<file path="src/rtl/morse_transmitter.sv">
// -----------------------------------------------------------------------------
// morse_transmitter
//   Serialises one ASCII character at a time into an ITU Morse bit stream.
//   A dot is 1,0; a dash is 1,1,1,0; letters and digits end with two extra 0s;
//   space is 0,0,0,0. Each bit is held BIT_CYCLES clock cycles.
//
//   Optional build macro: MORSE_TX_LOWERCASE_EN
//     defined   -> a-z are encoded like A-Z
//     undefined -> a-z are rejected as unsupported (o_err pulse)
//
// Ports
//   i_clk        clock, rising edge
//   i_rst_n      asynchronous active-low reset
//   i_valid      character offered on i_char
//   i_char       ASCII character (8 bits)
//   o_ready      high in IDLE; a character is taken when i_valid & o_ready
//   o_data_morse registered serial Morse bit
//   o_done       one-cycle pulse in the final cycle of a symbol
//   o_err        one-cycle pulse after an unsupported character is rejected
// -----------------------------------------------------------------------------
module morse_transmitter #(
    parameter int unsigned BIT_CYCLES = 1
) (
    input  logic       i_clk,
    input  logic       i_rst_n,
    input  logic       i_valid,
    input  logic [7:0] i_char,
    output logic       o_ready,
    output logic       o_data_morse,
    output logic       o_done,
    output logic       o_err
);

    typedef enum logic [1:0] {IDLE, MARK, SPACE, TERM} state_t;

    localparam logic [7:0] LAST_CYC = 8'(BIT_CYCLES - 1);
    localparam logic [7:0] PEN_CYC  = (BIT_CYCLES > 1) ? 8'(BIT_CYCLES - 2) : 8'd0;

    state_t     state;
    logic [7:0] cyc_cnt;    // cycles elapsed in the current bit
    logic [2:0] elem_cnt;   // elements still to send after the current one
    logic [2:0] bit_left;   // bits still to send in the current state after this one
    logic [4:0] pat;        // remaining pattern, current element in bit 4 (1 = dash)

    // ---------------------------------------------------------------- lookup
    logic [7:0] ch_norm;
    logic [8:0] lut;        // {supported, element count, pattern (first element at MSB of used field)}
    logic       lut_ok;
    logic [2:0] lut_cnt;
    logic [4:0] lut_pat;
    logic [4:0] pat_aligned;
    logic       is_space;

    always_comb begin
`ifdef MORSE_TX_LOWERCASE_EN
        ch_norm = (i_char >= 8'h61 && i_char <= 8'h7A) ? (i_char - 8'h20) : i_char;
`else
        ch_norm = i_char;
`endif
    end

    always_comb begin
        lut = 9'h000;
        case (ch_norm)
            8'h41: lut = {1'b1, 3'd2, 5'b00001};  // A .-
            8'h42: lut = {1'b1, 3'd4, 5'b01000};  // B -...
            8'h43: lut = {1'b1, 3'd4, 5'b01010};  // C -.-.
            8'h44: lut = {1'b1, 3'd3, 5'b00100};  // D -..
            8'h45: lut = {1'b1, 3'd1, 5'b00000};  // E .
            8'h46: lut = {1'b1, 3'd4, 5'b00010};  // F ..-.
            8'h47: lut = {1'b1, 3'd3, 5'b00110};  // G --.
            8'h48: lut = {1'b1, 3'd4, 5'b00000};  // H ....
            8'h49: lut = {1'b1, 3'd2, 5'b00000};  // I ..
            8'h4A: lut = {1'b1, 3'd4, 5'b00111};  // J .---
            8'h4B: lut = {1'b1, 3'd3, 5'b00101};  // K -.-
            8'h4C: lut = {1'b1, 3'd4, 5'b00100};  // L .-..
            8'h4D: lut = {1'b1, 3'd2, 5'b00011};  // M --
            8'h4E: lut = {1'b1, 3'd2, 5'b00010};  // N -.
            8'h4F: lut = {1'b1, 3'd3, 5'b00111};  // O ---
            8'h50: lut = {1'b1, 3'd4, 5'b00110};  // P .--.
            8'h51: lut = {1'b1, 3'd4, 5'b01101};  // Q --.-
            8'h52: lut = {1'b1, 3'd3, 5'b00010};  // R .-.
            8'h53: lut = {1'b1, 3'd3, 5'b00000};  // S ...
            8'h54: lut = {1'b1, 3'd1, 5'b00001};  // T -
            8'h55: lut = {1'b1, 3'd3, 5'b00001};  // U ..-
            8'h56: lut = {1'b1, 3'd4, 5'b00001};  // V ...-
            8'h57: lut = {1'b1, 3'd3, 5'b00011};  // W .--
            8'h58: lut = {1'b1, 3'd4, 5'b01001};  // X -..-
            8'h59: lut = {1'b1, 3'd4, 5'b01011};  // Y -.--
            8'h5A: lut = {1'b1, 3'd4, 5'b01100};  // Z --..
            8'h30: lut = {1'b1, 3'd5, 5'b11111};  // 0 -----
            8'h31: lut = {1'b1, 3'd5, 5'b01111};  // 1 .----
            8'h32: lut = {1'b1, 3'd5, 5'b00111};  // 2 ..---
            8'h33: lut = {1'b1, 3'd5, 5'b00011};  // 3 ...--
            8'h34: lut = {1'b1, 3'd5, 5'b00001};  // 4 ....-
            8'h35: lut = {1'b1, 3'd5, 5'b00000};  // 5 .....
            8'h36: lut = {1'b1, 3'd5, 5'b10000};  // 6 -....
            8'h37: lut = {1'b1, 3'd5, 5'b11000};  // 7 --...
            8'h38: lut = {1'b1, 3'd5, 5'b11100};  // 8 ---..
            8'h39: lut = {1'b1, 3'd5, 5'b11110};  // 9 ----.
            default: lut = 9'h000;
        endcase
    end

    assign lut_ok      = lut[8];
    assign lut_cnt     = lut[7:5];
    assign lut_pat     = lut[4:0];
    // left-justify so the element being sent is always pat[4]
    assign pat_aligned = 5'(lut_pat << (3'd5 - lut_cnt));
    assign is_space    = (i_char == 8'h20);

    // ---------------------------------------------------------------- control
    logic last_cyc;
    logic term_fin;

    assign last_cyc = (cyc_cnt == LAST_CYC);
    // The final 0 of every symbol spends its last cycle in IDLE (output is 0
    // there anyway), so o_ready rises in time for the next character to start
    // on the very next edge with no gap bit. TERM therefore leaves one cycle early.
    assign term_fin = (BIT_CYCLES == 1) ? (bit_left == 3'd1)
                                        : (bit_left == 3'd0 && cyc_cnt == PEN_CYC);

    assign o_ready = (state == IDLE);

    always_ff @(posedge i_clk or negedge i_rst_n) begin
        if (!i_rst_n) begin
            state        <= IDLE;
            o_data_morse <= 1'b0;
            o_done       <= 1'b0;
            o_err        <= 1'b0;
            cyc_cnt      <= 8'd0;
            elem_cnt     <= 3'd0;
            bit_left     <= 3'd0;
            pat          <= 5'd0;
        end else begin
            o_done <= 1'b0;
            o_err  <= 1'b0;
            case (state)
                IDLE: begin
                    o_data_morse <= 1'b0;
                    cyc_cnt      <= 8'd0;
                    if (i_valid) begin
                        if (is_space) begin
                            state    <= TERM;
                            bit_left <= 3'd3;
                        end else if (lut_ok) begin
                            state        <= MARK;
                            o_data_morse <= 1'b1;
                            pat          <= pat_aligned;
                            elem_cnt     <= lut_cnt - 3'd1;
                            bit_left     <= pat_aligned[4] ? 3'd2 : 3'd0;
                        end else begin
                            o_err <= 1'b1;
                        end
                    end
                end
                MARK: begin
                    if (last_cyc) begin
                        cyc_cnt <= 8'd0;
                        if (bit_left == 3'd0) begin
                            state        <= SPACE;
                            o_data_morse <= 1'b0;
                        end else begin
                            bit_left <= bit_left - 3'd1;
                        end
                    end else begin
                        cyc_cnt <= cyc_cnt + 8'd1;
                    end
                end
                SPACE: begin
                    if (last_cyc) begin
                        cyc_cnt <= 8'd0;
                        if (elem_cnt != 3'd0) begin
                            state        <= MARK;
                            o_data_morse <= 1'b1;
                            elem_cnt     <= elem_cnt - 3'd1;
                            pat          <= {pat[3:0], 1'b0};
                            bit_left     <= pat[3] ? 3'd2 : 3'd0;
                        end else begin
                            state    <= TERM;
                            bit_left <= 3'd1;
                        end
                    end else begin
                        cyc_cnt <= cyc_cnt + 8'd1;
                    end
                end
                TERM: begin
                    o_data_morse <= 1'b0;
                    if (term_fin) begin
                        state    <= IDLE;
                        o_done   <= 1'b1;
                        cyc_cnt  <= 8'd0;
                        bit_left <= 3'd0;
                    end else if (last_cyc) begin
                        cyc_cnt  <= 8'd0;
                        bit_left <= bit_left - 3'd1;
                    end else begin
                        cyc_cnt <= cyc_cnt + 8'd1;
                    end
                end
                default: state <= IDLE;
            endcase
        end
    end

endmodule
</file>
<file path="config.mk">
export PLATFORM = sky130hd
export DESIGN_NAME = morse_transmitter
export DESIGN_NICKNAME = d
export VERILOG_FILES = /design/src/rtl/morse_transmitter.sv
export SDC_FILE = /design/constraint.sdc
export NUM_CORES = 1
export LEC_CHECK = 0
export CAP_MARGIN = 20
export CELL_PAD_IN_SITES_DETAIL_PLACEMENT = 1
export CELL_PAD_IN_SITES_GLOBAL_PLACEMENT = 2
export CORE_ASPECT_RATIO = 1.4
export CORE_MARGIN = 2
export CORE_UTILIZATION = 35
export CTS_BUF_LIST = sky130_fd_sc_hd__clkbuf_8
export DETAILED_ROUTE_END_ITERATION = 10
export HOLD_SLACK_MARGIN = 0.15
export PLACE_DENSITY = 0.79
export SYNTH_ARGS = -nofsm -noshare
export SYNTH_HDL_FRONTEND = slang
export SYNTH_SLANG_ARGS = --single-unit
</file>
<file path="constraint.sdc">
create_clock -name i_clk -period 2.5 [get_ports i_clk]
set_input_delay 0.25 -clock i_clk [delete_from_list [all_inputs] [get_ports i_clk]]
set_output_delay 0.25 -clock i_clk [all_outputs]
set_load 0.005 [all_outputs]
</file>
### Word-level counts from Yosys, hierarchy flattened

Memories as Yosys holds them, arrays and structs flattened.
Index checks and enable logic that the tools add are counted.

* shift-type cells: 1
* reductions and logical operators: 10
* equality and inequality tests: 16
* mux-type cells: 51
* add/subtract/negate cells: 5
* multiply operators: 0
* bitwise gates (word level): 0
* magnitude comparators: 0
* divide/modulo/power cells: 0

Operator list (count)
* $mux W3: 13
* $pmux W8 S3: 1
* $mux W2: 11
* $mux W4: 5
* $ne A2 B2 Y1 const B: 9
* $reduce_and A6 Y1: 3
* $mux W8: 2
* $mux W1: 13
* $pmux W3 S4: 1
* $mux W9: 1
* $sub A3 B1 Y3 const B: 3
* $add A8 B1 Y8 const B: 1
* $eq A8 B6 Y1 const B: 1
* $logic_not A8 Y1: 1
* $pmux W2 S4: 1
* $pmux W4 S2: 1
* $pmux W3 S2: 1
* $shl A5 B3 Y5: 1
* $eq A2 B2 Y1 const B: 2
* $pmux W1 S4: 1
* $reduce_and A4 Y1: 1
* $eq A3 B1 Y1 const B: 1
* $logic_not A3 Y1: 1
* $ne A3 B2 Y1 const B: 1
* 7 further kinds: 7

* input bits: 11
* ROM bits: 1152
* register bits after elaboration: 23
* RAM bits: 0
* bits in latches: 0
* logic and storage cells: 92
* memories kept: 1

Memories
* (name not given): words 128, bits a word 9, rd ports 1, clocked after Yosys merged registers in 0, wr ports 0, line 64 `case (ch_norm)`

### Longest topological paths before layout

Gate-level depths: netlist of run 1.
An unclocked memory read counts as a cell.

* word-level depth: 9
* gate-level depth with buffers: 11
* mapped depth without buffers: 10

### Worst setup path before layout of run 1

No wires, ideal clock.

* kind: input-to-reg
* start: input port i_char[1]
* end: register elem_cnt[2]
* data arrival time: 2.116 ns
* buffers on the path: 1
* setup time: 0.064 ns
* data required time: 2.436 ns
* stages on the path: 11
* setup slack: 0.321 ns
* path through: buf_2 -> inv_1 -> ha_1 -> nand2b_1 -> o211a_1 -> nor3_4 -> mux2i_1 -> ha_1 -> nor4b_1 -> a21oi_1 -> a21bo_1

* cells in the longest elaborated chain, start to end: 7

Ends and longest elaborated chain
* from (decl): line 27 `input logic [7:0] i_char,`
* $mem_v2 Z128 W9
* $mux W9: line 64
* $sub A3 B1 Y3: line 150 `elem_cnt <= lut_cnt - 3'd1;`
* $mux W3: line 146 `end else if (lut_ok) begin`
* $mux W3: line 143 `if (is_space) begin`
* $mux W3: line 142 `if (i_valid) begin`
* $pmux W3 S2: line 138 `case (state)`
* to (signal assigned): line 150
* to (signal assigned): line 176 `elem_cnt <= elem_cnt - 3'd1;`
* to (decl): line 41 `logic [2:0] elem_cnt;`

Several ways; a longest one is shown, not always the timed one. The select of a mux whose other input is x is not followed.
A chain may end at the register's enable or synchronous reset.

### Worst setup path after layout of run 1

* start: input port i_char[0]
* end: register elem_cnt[2]

Same word-level chain as after synthesis.

==> results of run 1 <==
cells in the mapped netlist, types with 3 or more instances:
library cell  count  area, sq um
nor3_1            5        25.02
nand2b_1          6        37.54
inv_1            15        56.30
buf_2             8        40.04
o211ai_1          4        30.03
nand3_1          11        55.05
xor2_1            5        43.79
and3_1            7        43.79
nand3b_1          4        30.03
clkbuf_1          3        11.26
nand2_1          14        52.55
o21ai_0          14        70.07
a21oi_1          17        85.08
a31oi_1           4        25.02
dfrtp_1          23        575.6
nor2b_1           6        37.54
o22ai_1           4        25.02
nor2_1           29        108.9
ha_1             18        225.2
mux2i_1           4        40.04
o21a_1            3        22.52
kinds of logic after synthesis:
kind of cell    synth area share
simple gates              0.2596
compound gates            0.2596
buf+inv                  0.07202
flops                     0.2568
fa+ha+maj                 0.1005
xor+xnor                 0.02345
mux                      0.02792
power breakdown:
group	internal [mW]	switching [mW]	total (mW)
logic	0.543	0.590	1.13
registers	0.465	0.0648	0.529
clock network	0.113	0.127	0.240
total	1.12	0.781	1.90
flip-flops by register name, indices dropped and copies added (netlist names):
| name | cells |
|---|---|
| o_done | 1 |
| bit_left | 3 |
| o_data_morse | 1 |
| o_err | 1 |
| elem_cnt | 3 |
| cyc_cnt | 8 |
| state | 2 |
| pat | 4 |
worst max-delay path: cells and delay by family:
kind | cells | cell delay, ns
buffers and inverters | 3 | 0.68
adder cells (fa/ha/maj) | 2 | 0.49
AND/OR/NAND/NOR | 3 | 0.71
multiplexers | 1 | 0.11
AO/OA/AOI/OAI | 3 | 0.43
worst max path at each step:
stage / startpoint / end / slack [ns] / cells past startpoint
CTS: i_char[0] / pat[2] / 0.02 / 11
finish: i_char[0] / elem_cnt[2] / 0.05 / 12
global route: i_char[0] / elem_cnt[0] / -0.03 / 10
floorplan: i_char[1] / elem_cnt[2] / 0.32 / 11
detailed placement: i_char[0] / elem_cnt[2] / -0.27 / 11
global placement: i_char[0] / elem_cnt[2] / -0.21 / 11
metrics by stage:
step	TNS, ns	hold slack (ns)	std cells	util	power (mW)
floorplan	0	-0.04559	264	-	1.222
global placement	-1.494	0.4915	398	0.4597	1.626
detailed placement	-2.175	0.5008	398	0.4597	1.670
CTS	0	0.3426	402	0.4676	1.921
global route	-0.06268	0.3504	402	0.4738	2.067
finish	0	0.3372	402	0.4738	1.902
cell type report:
cell class,count,area share
clock buffer,3,0.01403
clock inverter,1,0.002551
inverter,16,0.02041
multi-input combinational,210,0.5234
sequential,23,0.1956
tap,72,0.03061
timing repair buffer,77,0.2134
layer usage:
| metal | vias to the layer above | routed length [um] | share of wire | global-route usage |
|---|---|---|---|---|
| met5 | - | 0 | 0 | 0 |
| li1 | 1098 | - | - | - |
| met2 | 32 | 3823 | 0.58 | 0.3882 |
| met4 | 0 | 136 | 0.021 | 0.06967 |
| met3 | 11 | 91 | 0.014 | 0.01431 |
| met1 | 1113 | 2532 | 0.38 | 0.2001 |
==> flow_metrics.env, run 1 <==
export IMPL_run_status="complete, no violations"
export IMPL_max_clock_freq_ghz=0.4076
export IMPL_drc=0
export IMPL_synth_nets=293
export IMPL_post_cts_buffers=0
export IMPL_final_setup_skew_ns=0.001483
export IMPL_slowest_delay_ns=0.49
export IMPL_setup_viol=0
export IMPL_viasPerCell=5.607
export IMPL_fin_crit_ns=2.454
export IMPL_synthArstFlopShare=1.000
export IMPL_grt_pass1_wl_um=11050
export IMPL_cts_hold_buf=0
export IMPL_grt_max_degree=24
export IMPL_first_pass_iters=5
export IMPL_rows=34
export IMPL_wl_per_cell_um=16.37
export IMPL_cts_sinks=23
export IMPL_dominantRegCellSynth="dfrtp_1"
export IMPL_gr_usage_all_layers=0.1929
export IMPL_final_cell_mix="buf_4, nor2_1, dfrtp_1, a21oi_1, ha_1"
export IMPL_drt_iter0_markers=78
export IMPL_worst_skew_pair_late_latency_ns=0.27
export IMPL_rsz0062_at_grt="true"
export IMPL_synth_seq_area_share=0.2568
export IMPL_finalHoldViolCount=0
export IMPL_power_density_nw_per_um2=646.4
export IMPL_crit_fanout=4
export IMPL_crit_required_ns=2.71
export IMPL_yosys_cell_types_count=68
export IMPL_drtAntennaViolNets=0
export IMPL_h_tree_depth=1
export IMPL_drive_above_1_share=0.2758
export IMPL_start_kind="primary input"
export IMPL_synth_area_sq_um=2241
export IMPL_finalCritPeriodShare=0.9815
export IMPL_cts_root_buf="clkbuf_8"
export IMPL_die_w_um=71.63
export IMPL_r2r_cells=7
export IMPL_die_y_um=98.68
export IMPL_gp_congestion=0.8070
export IMPL_antenna_found_initial=0
export IMPL_nets=360
export IMPL_worstPathArrival_ns=2.67
export IMPL_post_cts_resized=0
export IMPL_layout_commonest_cell="buf_4"
export IMPL_grt_overflow=0
export IMPL_synth_avg_cell_area_sq_um=8.488
export IMPL_initial_utilization=0.3608
export IMPL_slowest_stage="clkdlybuf4s50_1"
export IMPL_synth_edf_count=0
export IMPL_dr_total_vias=2254
export IMPL_vdd_drop_max_mv=0.2163
export IMPL_clockBufferDepth=2
export IMPL_path_cells="clkdlybuf4s50_1, inv_2, buf_4, ha_1, nand2b_1, o211a_1, nor3_4, mux2i_1, ha_1, nor4b_1, a21oi_1, a21bo_1"
export IMPL_fillers=764
export IMPL_seqCellArea_sq_um=575.6
export IMPL_clk_pin_slew_worst_paths_ns=0.09
export IMPL_wl_um=6582
export IMPL_multiInputGateArea_sq_um=1540
export IMPL_hpwl_um=5334
export IMPL_crit_path_frequent_cell="ha_1"
export IMPL_regToRegSetupSlack_ns=0.35
export IMPL_rr_endpoint="elem_cnt[0]"
export IMPL_placed_area_sq_um=2855
export IMPL_final_area_sq_um=2943
export IMPL_fp_dieArea_sq_um=7068
export IMPL_cts_tree="built"
export IMPL_tightestPinTransition_ns=0.3928
export IMPL_pre_cts_ws_ns=-0.2656
export IMPL_max_cap_violations=0
export IMPL_hp_class="primary input to asynchronous set/reset pin"
export IMPL_ys_warn_count=0
export IMPL_core_sq_um=6211
export IMPL_p_leak_nw=1.307
export IMPL_worstSetupPathType="primary input to register"
export IMPL_setup_worst_path_end_class="register"
export IMPL_pin_count=15
export IMPL_cts_made_buffers=3
export IMPL_grt_pass1_vias=2370
export IMPL_timing_rr_start="cyc_cnt[5]"
export IMPL_portBuffers=14
export IMPL_slew_headroom=0.7361
export IMPL_setup_ws_ns=0.04632
export IMPL_slew_viol_final=0
export IMPL_diodes=0
export IMPL_synth_seq_cells=23
export IMPL_area_growth_pct=31.32
export IMPL_synth_cells=264
Note: power is estimated with default switching activity, not from simulation.
==> run 2: changes to the inputs <==
--- a/config.mk
+++ b/config.mk
@@ -5,6 +5,7 @@
 export SDC_FILE = /design/constraint.sdc
 export NUM_CORES = 1
 export LEC_CHECK = 0
+export ABC_AREA = 0
 export CAP_MARGIN = 20
 export CELL_PAD_IN_SITES_DETAIL_PLACEMENT = 1
 export CELL_PAD_IN_SITES_GLOBAL_PLACEMENT = 2
@@ -14,7 +15,7 @@
 export CTS_BUF_LIST = sky130_fd_sc_hd__clkbuf_8
 export DETAILED_ROUTE_END_ITERATION = 10
 export HOLD_SLACK_MARGIN = 0.15
-export PLACE_DENSITY = 0.79
+export PLACE_DENSITY_LB_ADDON = 0.1
 export SYNTH_ARGS = -nofsm -noshare
 export SYNTH_HDL_FRONTEND = slang
 export SYNTH_SLANG_ARGS = --single-unit
==> flow_metrics.env, run 2 (synthesized netlist as in run 1, its figures left out) <==
export IMPL_drtAntennaViolNets=0
export IMPL_clockBufferDepth=2
export IMPL_slowest_stage="clkdlybuf4s50_1"
export IMPL_crit_start="i_char[2]"
export IMPL_fin_setup_tns_ns=0
export IMPL_seqPwrFrac=0.269
export IMPL_placed_area_sq_um=2825
export IMPL_max_cap_violations=0
export IMPL_fp_dieArea_sq_um=7068
export IMPL_timing_rr_start="state[0]"
export IMPL_grt_pass1_vias=2325
export IMPL_worst_skew_pair_late_latency_ns=0.28
export IMPL_hpwl_um=5548
export IMPL_portBuffers=14
export IMPL_power_density_nw_per_um2=652.4
export IMPL_swShare=0.4112
export IMPL_internal_power_mw=1.151
export IMPL_final_area_sq_um=2997
export IMPL_finalNonFillerCells=402
export IMPL_wl_per_cell_um=17.08
export IMPL_largest_reg_flops=8
export IMPL_layout_commonest_cell="buf_4"
export IMPL_slowest_delay_ns=0.43
export IMPL_slew_viol_final=0
export IMPL_cts_tree="built"
export IMPL_die_w_um=71.63
export IMPL_wl_um=6866
export IMPL_final_setup_skew_ns=0.006671
export IMPL_regToRegSetupSlack_ns=0.21
export IMPL_grt_pass1_wl_um=11300
export IMPL_dr_total_vias=2225
export IMPL_antenna_found_initial=0
export IMPL_fin_crit_ns=2.352
export IMPL_drc=0
export IMPL_finalCritPeriodShare=0.9407
export IMPL_numPlacedInstances=394
export IMPL_crit_path_frequent_cell="buf_4"
export IMPL_cts_made_buffers=3
export IMPL_grt_max_degree=24
export IMPL_initial_utilization=0.3608
export IMPL_vdd_drop_max_mv=0.2730
export IMPL_pin_count=15
export IMPL_setup_worst_path_end_class="register"
export IMPL_setup_ws_ns=0.1484
export IMPL_drt_iter0_markers=69
export IMPL_combPwrFrac=0.601
export IMPL_cts_root_buf="clkbuf_8"
export IMPL_area_growth_pct=33.72
export IMPL_slew_headroom=0.6119
export IMPL_cts_sinks=23
export IMPL_final_cell_mix="buf_4, nor2_1, dfrtp_1, a21oi_1, ha_1"
export IMPL_crit_required_ns=2.67
export IMPL_tightestPinTransition_ns=0.5808
export IMPL_hp_class="primary input to asynchronous set/reset pin"
export IMPL_regMostFlops="cyc_cnt"
export IMPL_gp_congestion=0.9359
export IMPL_max_clock_freq_ghz=0.4252
export IMPL_rsz0062_at_grt="false"
export IMPL_grt_overflow=0
export IMPL_gr_usage_all_layers=0.2008
export IMPL_cts_hold_buf=0
export IMPL_setup_viol=0
export IMPL_run_status="complete, no violations"
export IMPL_crit_fanout=10
export IMPL_nets=360
export IMPL_finalHoldViolCount=0
export IMPL_core_sq_um=6211
export IMPL_clk_pin_slew_worst_paths_ns=0.09
export IMPL_finalPower_mw=1.955
export IMPL_worstPathArrival_ns=2.53
export IMPL_p_leak_nw=1.311
export IMPL_path_cells="clkdlybuf4s50_1, buf_4, buf_4, nor4b_4, nor4_4, o211ai_1, a211oi_2, buf_4, buf_4, o22ai_1, a21oi_1, a21bo_1"
export IMPL_h_tree_depth=1
export IMPL_viasPerCell=5.535
export IMPL_diodes=0
export IMPL_worstSetupPathType="primary input to register"
export IMPL_drive_above_1_share=0.2879
export IMPL_reg_largest_list="cyc_cnt: 8 flops, pat: 4 flops"
export IMPL_start_kind="primary input"
export IMPL_p_clk_frac=0.129
export IMPL_rows=34
export IMPL_die_y_um=98.68
export IMPL_pre_cts_ws_ns=-0.4172
export IMPL_p_sw_mw=0.8039
export IMPL_first_pass_iters=6
==> run 2: layout make-up <==
type,count,area (sq um)
clock buffers,3,41.29
flip-flops and latches,23,575.6
clock inverters,1,7.507
repair buffers,77,638.1
well taps,72,90.09
fillers,760,3214
multi-input cells,210,1584
inverters,16,60.06
==> run 2: per-layer routing <==
layer	global-route usage	part of all wire	routed length [um]
met5	0	0	0
met4	0.06386	0.027	182
met3	0.009202	0.012	83
met2	0.4103	0.58	3994
met1	0.2100	0.38	2606
==> run 2: path summary, 6_finish.rpt <==
path                                      to  depth (start not counted)
worst max register to register   elem_cnt[2]                         10
worst min-delay path                state[1]                          2
min in group i_clk              o_data_morse                          1
max in group asynchronous             pat[1]                          2
worst min register to register  o_data_morse                          1
worst max-delay path             elem_cnt[2]                         12
==> run 2: what timing repair did <==
| action | 4_1_cts | 5_1_grt |
|---|---|---|
| setup buffers | 0 | 3 |
| gates cloned | 0 | 1 |
| gates resized for setup | 2 | 19 |
| endpoints found under the setup margin | 6 | 8 |
| pin swaps | 1 | 6 |
==> run 2: metrics by stage <==
step / hold slack (ns) / util
after global routing: 0.3473 / 0.4825
after CTS: 0.3472 / 0.4637
after global placement: 0.4920 / 0.4549
final: 0.3324 / 0.4825
after detailed placement: 0.5057 / 0.4549
after floorplan: -0.04559 / -
==> run 2: critical path: cells and delay by family <==
family | cells | cell delay [ns]
buffers and inverters | 5 | 1.08
AO/OA/AOI/OAI | 5 | 0.78
AND/OR/NAND/NOR | 2 | 0.40
==> run 2: power groups by stage <==
| stage | sequential, mW | combinational, mW | clock (mW) |
|---|---|---|---|
| finish | 0.527 | 1.18 | 0.252 |
| global route | 0.540 | 1.32 | 0.273 |
| CTS | 0.527 | 1.10 | 0.260 |
| detailed placement | 0.535 | 1.09 | 0 |
| global placement | 0.533 | 1.07 | 0 |
| floorplan | 0.519 | 0.703 | 0 |
==> run 3: changes to the inputs <==
==> constraint.sdc (replaced) <==
create_clock -name i_clk -period 2.4 [get_ports i_clk]
set_input_delay 0.24 -clock i_clk [delete_from_list [all_inputs] [get_ports i_clk]]
set_output_delay 0.24 -clock i_clk [all_outputs]
set_load 0.005 [all_outputs]
==> flow_metrics.env, run 3 (synthesized netlist as in run 1, its figures left out) <==
export IMPL_path_cells="clkdlybuf4s50_1, buf_4, nand2b_1, o22ai_1, o311ai_2, buf_4, nand3_2, buf_4, o22ai_1, a21oi_1, a21bo_1"
export IMPL_portBuffers=14
export IMPL_diodes=0
export IMPL_area_growth_pct=37.35
export IMPL_drt_iter0_markers=80
export IMPL_cts_hold_buf=0
export IMPL_slowest_delay_ns=0.49
export IMPL_gp_congestion=0.9350
export IMPL_clk_pin_slew_worst_paths_ns=0.09
export IMPL_reg_largest_list="cyc_cnt: 8 flops, pat: 4 flops"
export IMPL_setup_worst_path_end_class="register"
export IMPL_slowest_stage="clkdlybuf4s50_1"
export IMPL_grt_overflow=0
export IMPL_crit_fanout=8
export IMPL_max_cap_violations=0
export IMPL_finalCritPeriodShare=0.9501
export IMPL_multiInputGateArea_sq_um=1609
export IMPL_vdd_drop_max_mv=0.3058
export IMPL_start_kind="primary input"
export IMPL_rr_endpoint="elem_cnt[2]"
export IMPL_final_area_sq_um=3078
export IMPL_hpwl_um=5525
export IMPL_final_cell_mix="buf_4, nor2_1, dfrtp_1, a21oi_1, ha_1"
export IMPL_setup_ws_ns=0.1197
export IMPL_h_tree_depth=1
export IMPL_crit_required_ns=2.57
export IMPL_initial_utilization=0.3608
export IMPL_wl_per_cell_um=16.72
export IMPL_p_leak_nw=1.364
export IMPL_regToRegSetupSlack_ns=0.25
export IMPL_timing_rr_start="state[0]"
export IMPL_cts_made_buffers=3
export IMPL_rsz0062_at_grt="false"
export IMPL_final_util=0.4956
export IMPL_antenna_found_initial=0
export IMPL_worstPathArrival_ns=2.45
export IMPL_fillers=767
export IMPL_dr_total_vias=2254
export IMPL_grt_pass1_vias=2406
export IMPL_grt_pass1_wl_um=11540
export IMPL_layout_commonest_cell="buf_4"
export IMPL_die_y_um=98.68
export IMPL_rows=34
export IMPL_slew_headroom=0.6163
export IMPL_drc=0
export IMPL_gr_usage_all_layers=0.2034
export IMPL_fin_setup_tns_ns=0
export IMPL_fin_hold_ws_ns=0.3240
export IMPL_die_w_um=71.63
export IMPL_nets=368
export IMPL_regMostFlops="cyc_cnt"
export IMPL_largest_reg_flops=8
export IMPL_cts_tree="built"
export IMPL_wl_um=6857
export IMPL_tightestPinTransition_ns=0.5610
export IMPL_final_setup_skew_ns=0.001356
export IMPL_slew_viol_final=0
export IMPL_drtAntennaViolNets=0
export IMPL_cts_root_buf="clkbuf_8"
export IMPL_run_status="complete, no violations"
export IMPL_fp_dieArea_sq_um=7068
export IMPL_worst_skew_pair_late_latency_ns=0.27
export IMPL_finalHoldViolCount=0
export IMPL_clockBufferDepth=2
export IMPL_pre_cts_ws_ns=-0.5519
export IMPL_core_sq_um=6211
export IMPL_drive_above_1_share=0.3225
export IMPL_pin_count=15
export IMPL_fin_crit_ns=2.280
export IMPL_hp_class="primary input to asynchronous set/reset pin"
export IMPL_first_pass_iters=4
export IMPL_r2r_cells=9
export IMPL_grt_max_degree=24
export IMPL_viasPerCell=5.498
export IMPL_seqCellArea_sq_um=575.6
export IMPL_max_clock_freq_ghz=0.4385
export IMPL_crit_path_frequent_cell="buf_4"
export IMPL_setup_viol=0
export IMPL_worstSetupPathType="primary input to register"
export IMPL_power_density_nw_per_um2=674.7
export IMPL_placed_area_sq_um=2848
export IMPL_cts_sinks=23
run 3: cell types whose count changed in the layout (fill, tap and decap cells not counted), sizes merged:
cell and delta:
buf +9, clkdlybuf4s15 -1, clkdlybuf4s50 -1, dlymetal6s2s +1
run 3: worst max-delay path: cells and delay by family:
family,cells,cell delay (ns)
AO/OA/AOI/OAI,5,0.84
buffers and inverters,4,1.05
AND/OR/NAND/NOR,2,0.32
run 3: per-layer routing:
metal / track usage / part of all wire / vias up
met4: 0.07257 / 0.031 / 0
met2: 0.4053 / 0.57 / 34
met3: 0.01125 / 0.019 / 14
li1: - / - / 1114
met5: 0 / 0 / -
met1: 0.2173 / 0.38 / 1092
run 3: cell type report:
type | count | area share
clock inverters | 1 | 0.002439
multi-input cells | 210 | 0.5228
repair buffers | 85 | 0.2256
well taps | 72 | 0.02927
clock buffers | 3 | 0.01341
inverters | 16 | 0.01951
flip-flops and latches | 23 | 0.1870
run 3: power breakdown:
group	total, mW	leakage [nW]	switching [mW]	internal, mW
sequential	0.547	0.298	0.0627	0.484
combinational	1.27	1.04	0.645	0.629
clock	0.256	0.0217	0.138	0.118
total	2.08	1.36	0.846	1.23
run 3: through the flow:
step           instances  total power [mW]
2_1_floorplan        264             1.273
4_1_cts              401             1.963
3_5_place_dp         397             1.685
5_1_grt              410             2.252
3_3_place_gp         397             1.667
6_report             410             2.077
run 3: worst max-delay path by stage:
stage / cells after the start / start / endpoint
2_1_floorplan: 11 / i_char[1] / elem_cnt[2]
3_3_place_gp: 11 / i_char[1] / elem_cnt[2]
3_5_place_dp: 12 / i_char[1] / elem_cnt[2]
4_1_cts: 12 / i_char[0] / elem_cnt[2]
5_1_grt: 8 / i_char[1] / elem_cnt[0]
6_report: 11 / i_char[3] / elem_cnt[2]
run 3: timing repair:
| action | CTS | global route |
|---|---|---|
| buffers inserted | 0 | 8 |
| cloned | 0 | 1 |
| pin swaps | 1 | 6 |
| gates resized for setup | 13 | 13 |
| setup endpoints to repair | 9 | 10 |
